## config.mk

```make
export PLATFORM = sky130hd
export DESIGN_NAME = tag_arbiter
export DESIGN_NICKNAME = d
export VERILOG_FILES = /design/src/rtl/tag_arb_pkg.sv /design/src/rtl/rr_pick.sv /design/src/rtl/tag_arbiter.sv
export SDC_FILE = /design/constraint.sdc
export NUM_CORES = 1
export LEC_CHECK = 0
export ABC_AREA = 1
export BUFFER_PORTS_ARGS = -buffer_cell sky130_fd_sc_hd__buf_4
export CORE_ASPECT_RATIO = 1.75
export CORE_UTILIZATION = 45
export CTS_CLUSTER_DIAMETER = 200
export CTS_CLUSTER_SIZE = 25
export DETAILED_ROUTE_END_ITERATION = 8
export PLACE_DENSITY = 0.79
export SLEW_MARGIN = 20
export SYNTH_ARGS = -nofsm -noshare
export SYNTH_HDL_FRONTEND = slang
export SYNTH_SLANG_ARGS = --single-unit
export TNS_END_PERCENT = 20
```

## constraint.sdc

```tcl
create_clock -name clock -period 5.6 [get_ports clock]
set_clock_uncertainty 0.2 [all_clocks]
set_input_delay 0.56 -clock clock [delete_from_list [all_inputs] [get_ports clock]]
set_output_delay 0.56 -clock clock [all_outputs]
set_load 0.02 [all_outputs]
```

## src/rtl/tag_arb_pkg.sv

```systemverilog
// Shared constants and types for the tag arbiter slice.
//   DEF_NUM_REQ / DEF_TAG_W / DEF_CNT_W : default requester count, tag width, counter width
//   tag_t     : one tag as exchanged with pmem_group
//   req_idx_t : requester index at the default requester count
package tag_arb_pkg;

  localparam int unsigned DEF_NUM_REQ = 4;
  localparam int unsigned DEF_TAG_W   = 10;
  localparam int unsigned DEF_CNT_W   = 16;

  typedef logic [DEF_TAG_W-1:0]            tag_t;
  typedef logic [$clog2(DEF_NUM_REQ)-1:0]  req_idx_t;

endpackage

```

## src/rtl/rr_pick.sv

```systemverilog
// Combinational round-robin priority picker.
//   req    : request vector
//   last   : index granted most recently; search starts at last+1
//   any    : at least one request present
//   winner : index of the first request found scanning last+1, last+2, ... mod NUM_REQ
//   grant  : one-hot form of winner (all-0 when no request)
module rr_pick #(
  parameter int unsigned NUM_REQ = 4
) (
  input  logic [NUM_REQ-1:0]         req,
  input  logic [$clog2(NUM_REQ)-1:0] last,
  output logic                       any,
  output logic [$clog2(NUM_REQ)-1:0] winner,
  output logic [NUM_REQ-1:0]         grant
);

  localparam int unsigned IDX_W = $clog2(NUM_REQ);

  // First hit at the smallest rotation offset wins; offset NUM_REQ revisits last itself.
  always_comb begin
    int unsigned idx;
    idx    = 0;
    any    = 1'b0;
    winner = '0;
    grant  = '0;
    for (int unsigned off = 1; off <= NUM_REQ; off++) begin
      idx = (32'(last) + off) % NUM_REQ;
      if (!any && req[IDX_W'(idx)]) begin
        any    = 1'b1;
        winner = IDX_W'(idx);
      end
    end
    if (any) begin
      grant = NUM_REQ'(1) << winner;
    end
  end

endmodule

```

## src/rtl/tag_arbiter.sv

```systemverilog
// Round-robin merge of NUM_REQ tag-request streams into the pmem_group tagin stream.
//   clock, reset       : rising-edge clock, asynchronous active-low reset
//   req_data/req_valid : per-requester tag offers (flattened, requester i at slice i)
//   req_ready          : combinational accept, one-hot on the winning requester
//   tagin_*            : registered output stage towards pmem_group
//   enable             : 0 blocks new grants; a held tag still drains
//   clear_counts       : synchronous clear of all issue counters
//   grant_id           : requester that supplied the tag in the output register
//   issue_count        : saturating per-requester accept counters (flattened)
module tag_arbiter
  import tag_arb_pkg::*;
#(
  parameter int unsigned NUM_REQ = DEF_NUM_REQ,
  parameter int unsigned TAG_W   = DEF_TAG_W,
  parameter int unsigned CNT_W   = DEF_CNT_W
) (
  input  logic                         clock,
  input  logic                         reset,
  input  logic [NUM_REQ*TAG_W-1:0]     req_data,
  input  logic [NUM_REQ-1:0]           req_valid,
  output logic [NUM_REQ-1:0]           req_ready,
  output logic [TAG_W-1:0]             tagin_data,
  output logic                         tagin_valid,
  input  logic                         tagin_ready,
  input  logic                         enable,
  input  logic                         clear_counts,
  output logic [$clog2(NUM_REQ)-1:0]   grant_id,
  output logic [NUM_REQ*CNT_W-1:0]     issue_count
);

  localparam int unsigned IDX_W = $clog2(NUM_REQ);

  logic                 pick_any;
  logic [IDX_W-1:0]     pick_idx;
  logic [NUM_REQ-1:0]   pick_grant;
  logic [IDX_W-1:0]     last_q;
  logic                 load_c;
  logic [TAG_W-1:0]     win_data_c;
  logic [CNT_W-1:0]     cnt_q [NUM_REQ];

  rr_pick #(
    .NUM_REQ (NUM_REQ)
  ) u_pick (
    .req    (req_valid),
    .last   (last_q),
    .any    (pick_any),
    .winner (pick_idx),
    .grant  (pick_grant)
  );

  // Output slot is free or emptying this cycle; reset term keeps req_ready low during reset.
  assign load_c    = reset & enable & pick_any & (~tagin_valid | tagin_ready);
  assign req_ready = load_c ? pick_grant : '0;

  // One-hot AND-OR mux of the winning requester's tag.
  always_comb begin
    win_data_c = '0;
    for (int unsigned i = 0; i < NUM_REQ; i++) begin
      if (pick_grant[i]) begin
        win_data_c = win_data_c | req_data[i*TAG_W +: TAG_W];
      end
    end
  end

  // Output register and round-robin pointer.
  always_ff @(posedge clock or negedge reset) begin
    if (!reset) begin
      tagin_valid <= 1'b0;
      tagin_data  <= '0;
      grant_id    <= '0;
      last_q      <= IDX_W'(NUM_REQ - 1);
    end else if (load_c) begin
      tagin_valid <= 1'b1;
      tagin_data  <= win_data_c;
      grant_id    <= pick_idx;
      last_q      <= pick_idx;
    end else if (tagin_ready) begin
      tagin_valid <= 1'b0;
    end
  end

  // Saturating issue counters; clear takes priority over a same-cycle accept.
  always_ff @(posedge clock or negedge reset) begin
    if (!reset) begin
      for (int unsigned i = 0; i < NUM_REQ; i++) begin
        cnt_q[i] <= '0;
      end
    end else begin
      for (int unsigned i = 0; i < NUM_REQ; i++) begin
        if (clear_counts) begin
          cnt_q[i] <= '0;
        end else if (load_c && pick_grant[i] && (cnt_q[i] != '1)) begin
          cnt_q[i] <= cnt_q[i] + CNT_W'(1);
        end
      end
    end
  end

  always_comb begin
    issue_count = '0;
    for (int unsigned i = 0; i < NUM_REQ; i++) begin
      issue_count[i*CNT_W +: CNT_W] = cnt_q[i];
    end
  end

endmodule
```

# == Word-level counts from Yosys, hierarchy flattened ==
# Index checks and enable logic that the tools add are counted.
# word_totals
ff_bits,79
wordCells,84
# op_classes
n_addsub,8
magnitude_cmp,4
eq_ne,4
n_shift,1
muxes,32
n_bitwise,8
reduce_logical,19
# ops
operator,count
16-bit 2-to-1 mux,8
"16-bit by 1-bit adder with 16-bit output, second input constant",4
"16-bit inequality test, second input constant",4
10-bit 2-to-1 mux,4
10-bit OR,3
"2-bit by 3-bit less-than comparator with 1-bit output, second input constant",4
1-bit logical AND,11
1-bit 2-to-1 mux,10
2-bit nonzero test,5
1-bit binary-select mux with 2-bit select,4
2-bit 2-to-1 mux,4
4-bit 2-to-1 mux,2
"2-bit by 1-bit adder with 2-bit output, second input constant",2
"2-bit adder, second input constant",2
"1-bit by 2-bit << shifter with 4-bit output, first input constant",1
1-bit AND,3
1-bit zero test,3
1-bit inverter,1
1-bit OR,1

# == Longest topological paths before layout ==
# logic_depth
depth_word,22
mapped_depth,18

# == Cells and area by module ==
# Synthesis repeated with hierarchy kept, for this count alone.
# unflattened
hier_cells,753
area_unflattened_um2,5337.6
# modules_own_cells
mod,instances,cells_per_inst,area_per_inst_um2,seq_area_each_um2
tag_arbiter,1,689,4994.8,1979.4
rr_pick,1,64,342.8,0.0

# == Least setup slack after synthesis ==
# Ideal clock, no wire load.
# synth_path
kind,reg2out
from,register last_q[0]
to,output port req_ready[0]
arrival_ps,1932
required_time_ps,4840
slack_ps,2908
path_stages_with_launch,12
n_path_buf,1
cell_sequence,dfstp_2 > buf_6 > inv_6 > nand2_1 > nand2_1 > nand2_1 > nand2_2 > nor2_4 > nand4_2 > nand2_4 > inv_4 > nor3_1
# synth_via
elab_chain_len,16
word_cells_on_any_way,31
classes_between,add/sub (4); shift (1); mux (18); bitwise (2); reduce/logical (6)
# synth_rtl
element,line_no,text
start: declaration,tag_arbiter.sv:36,logic [IDX_W-1:0] last_q;
start signal: assignment,tag_arbiter.sv:71,last_q <= IDX_W'(NUM_REQ - 1);
start signal: assignment,tag_arbiter.sv:76,last_q <= pick_idx;
2-bit by 1-bit adder with 2-bit output,rr_pick.sv:27,idx = (32'(last) + off) % NUM_REQ;
1-bit binary-select mux with 2-bit select,rr_pick.sv:28,if (!any && req[IDX_W'(idx)]) begin
1-bit 2-to-1 mux (implied by the code),rr_pick.sv:28,
1-bit 2-to-1 mux,rr_pick.sv:28,
1-bit zero test,rr_pick.sv:28,
1-bit logical AND,rr_pick.sv:28,
1-bit 2-to-1 mux,rr_pick.sv:28,
1-bit zero test,rr_pick.sv:28,
1-bit logical AND,rr_pick.sv:28,
1-bit 2-to-1 mux,rr_pick.sv:28,
1-bit zero test,rr_pick.sv:28,
1-bit logical AND,rr_pick.sv:28,
2-bit 2-to-1 mux or 1-bit 2-to-1 mux (tied branches),rr_pick.sv:28,
1-bit by 2-bit << shifter with 4-bit output or 1-bit AND (tied branches),"rr_pick.sv:34, tag_arbiter.sv:52",
4-bit 2-to-1 mux or 1-bit AND (tied branches),"rr_pick.sv:33, tag_arbiter.sv:52",
4-bit 2-to-1 mux *,tag_arbiter.sv:53,assign req_ready = load_c ? pick_grant : '0;
end: declaration,tag_arbiter.sv:21,"output logic [NUM_REQ-1:0] req_ready,"
# Every way passes the cells marked *; elsewhere a longest branch is shown, timed or not. The select of a mux whose other input is x is not followed.

# == Worst setup path in the final report ==
# layout_path
from,input port reset
to,output port req_ready[3]
# layout_via
elab_chain_len,4
# layout_rtl
element,line_no,text
start: declaration,tag_arbiter.sv:18,"input logic reset,"
1-bit AND (3 in series),tag_arbiter.sv:52,assign load_c = reset & enable & pick_any & (~tagin_valid | tagin_ready);
4-bit 2-to-1 mux,tag_arbiter.sv:53,
# Every way passes these cells.

==> run_results.csv <==
group,metric,value,unit
run_status,status,"finished clean",
clock_tree,clk_path_buf_depth,2,
die,dieArea,12800,um2
finish,num_antenna_cells,0,
worst_hold_path,min_from,"tagin_ready",
worst_setup_path,slowest_stage,"nor3_4",
worst_setup_path,crit_top_cell,"buf_4",
sta,slew_viol_final,0,
detailed_routing,drt_pass1_iterations,4,
placed_design,dpl.hpwl,10.4,mm
synthesis,synth_nets,825,
synthesis,syn_inst,772,
worst_setup_path,required,4.84,ns
synthesis,syn-cell-area,5560,um2
finish,drive_above_1_share,22.2,%
synthesis,ys.flop_type,"dfrtp_1",
placed_design,dpl_worst_slack,2.11,ns
clock_tree,postCtsHoldBufs,1,
run,drv_cap,0,
worst_setup_path,reg2reg_to,"issue_count[33]$_DFFE_PN0P_",
global_route,grt_max_degree,66,
clock_tree,ctsResizeCount,0,
clock_tree,cts_setup_buffers,0,
worst_setup_path,crit_chain,"dlygate4sd3_1, buf_4, nand2_1, nor3_4, nand2_4, nor2_8, buf_4",
sta,finalWorstSetupSlack,1.62,ns
placed_design,gp_congestion,0.971,
synthesis,synth_top_area_share,34.6,%
synthesis,yosys_warnings,0,
detailed_routing,drc_errors,0,
global_route,grt_pass1_wl,23.7,mm
worst_hold_path,whs_endpoint,"tagin_valid$_DFFE_PN0P_",
clock_tree,cts_buffers,9,
global_route,antenna_found_initial,0,
clock_tree,tritoncts,"done",
clock_tree,clock-sinks,79,
worst_setup_path,critPathCaptureType,"primary output",
finish,nets,938,
clock_tree,root_buffer,"clkbuf_16",
global_route,grt_pass1_vias,5164,
sta,hold_viol_final,0,
worst_setup_path,crit_buf_inv,3,
synthesis,synth-edff-count,0,
worst_hold_path,hold_class,"input pin to flip-flop",
worst_setup_path,r2r_slack,2.47,ns
clock_tree,cts_htree_levels,3,
sta,post-route-period-util,71.0,%
finish,fin_util,57.8,%
detailed_routing,vias,5519,
die,initial_core_util,46.3,%
synthesis,synth_most_common_cell,"nand2_1",
synthesis,synthDistinctLibCells,37,
die,core,12000,um2
worst_setup_path,start_kind,"input pin",
sta,tightest_slew,0.946,ns
sta,rsz0062_at_grt,"no",
worst_setup_path,critPathMaxStageDelay,0.78,ns
power_and_ir_drop,leakage,3.69,nW
worst_hold_path,worstHoldPathCells,2,
finish,fill_cells,1132,
detailed_routing,wl_per_cell,13.5,um
die,die_h,149,um
die,fp.dieW,86.0,um
power_and_ir_drop,vdd_drop_max,0.000253,V
sta,fin_hold_ws,0.232,ns
synthesis,avgSynthCellArea,7.21,um2
worst_setup_path,r2r-start,"last_q[0]$_DFFE_PN1P_",
worst_setup_path,worstSetupPathType,"input pin to primary output",
finish,area_delta_synth_final,24.6,%
global_route,grt-ovfl-total,0,
placed_design,placedInstanceArea,6580,um2
finish,postLayoutCellArea,6930,um2
clock_tree,path_clk_slew,0.06,ns
power_and_ir_drop,power.density,383,nW/um2
sta,period_minus_slack,3.98,ns
placed_design,numPortBuffers,129,
sta,setup_tns,0,ns
die,num_rows,53,
synthesis,synth_top_area_cell,"dfrtp_1",
sta,maxSlewHeadroom,36.9,%
global_route,grt_usage,23.1,%
synthesis,synth_common_cells,"nand2_1, nand3_1, nor2_1",
worst_setup_path,reg2regPathDepth,13,
detailed_routing,drtAntennaViolNets,0,
detailed_routing,wl,14.3,mm
worst_setup_path,crit_family,"simple AND/OR/NAND/NOR gates",
sta,fmax,251,MHz
die,ios,130,
worst_setup_path,arrival,3.22,ns
detailed_routing,via_per_inst,5.23,
synthesis,synthTopCellsByArea,"dfrtp_1, nand2_1, nand3_1",
detailed_routing,drtIter0Drc,287,
synthesis,async_reset_ff_share,100,%
clock_tree,clk_latency,0.34,ns
synthesis,ys_seq_area_share,35.6,%
worst_setup_path,path_max_fanout,38,
sta,setup_viol,0,
synthesis,yosys_register_bits,79,
[placed cells by master (no fill, tap or decap), drive strengths merged]
master / count
xor2: 50
bufinv: 3
xnor2: 2
nand3b: 2
nand2: 207
a211oi: 1
nand4: 58
dfstp: 2
a21oi: 2
nor4: 3
nor2: 93
clkinvlp: 1
nand3: 121
buf: 131
dfrtp: 77
o21ai: 11
or2: 11
clkbuf: 9
nor3: 17
inv: 81
dlygate4sd3: 1
clkinv: 3
ha: 4
[kinds of logic after synthesis]
group	count (synthesis)	synth area share (%)
AOI/OAI and AO/OA	14	1.44
adders and majority gates	4	0.900
xor gates and xnor gates	52	8.19
DFF	79	35.6
and+or+nand+nor	512	45.1
buffers and inverters	111	8.79
[area by class of cell]
cell class	instances	area, um2	area share [%]
inverters	81	313	4.51
well taps	165	206	2.98
clock buffers	9	225	3.25
multi-input cells	582	3090	44.6
flip-flops and latches	79	1980	28.6
clock inverters	7	120	1.73
repair buffers	132	993	14.3
[state kept, by name (all words and copies together), names as in the netlist]
register and cells:
tagin_data 10, last_q 2, issue_count 64, grant_id 2
tagin_valid 1
[power breakdown]
| group | leakage, nW | switching [mW] | internal [mW] |
|---|---|---|---|
| Sequential | 1.06 | 0.0623 | 0.644 |
| Clock | 0.166 | 0.239 | 0.437 |
| Combinational | 2.46 | 0.871 | 0.400 |
| Total | 3.69 | 1.17 | 1.48 |
[metal layers]
layer  global-route usage [%]  vias to the layer above  part of all wire, %
li1                         -                     2756                    -
met1                     25.5                     2589                   39
met2                     42.7                      141                   54
met3                     4.10                       33                  4.4
met4                     9.67                        0                  2.7
met5                        0                        -                    0
[worst max-delay path by stage]
stage,endpoint,slack [ns],depth (start not counted),start
6_report,req_ready[3],1.62,7,reset
5_1_grt,req_ready[2],1.33,7,reset
4_1_cts,req_ready[3],1.58,7,reset
3_5_place_dp,req_ready[3],2.11,6,reset
3_3_place_gp,req_ready[2],2.20,6,reset
2_1_floorplan,req_ready[0],2.91,11,last_q[0]$_DFFE_PN1P_
[stage by stage]
step / total power, mW / cells
3_5_place_dp: 1.99 / 1038
4_1_cts: 2.68 / 1055
6_report: 2.65 / 1055
5_1_grt: 2.84 / 1055
2_1_floorplan: 1.71 / 772
3_3_place_gp: 1.97 / 1038
Power figures use the tool's default switching activity.
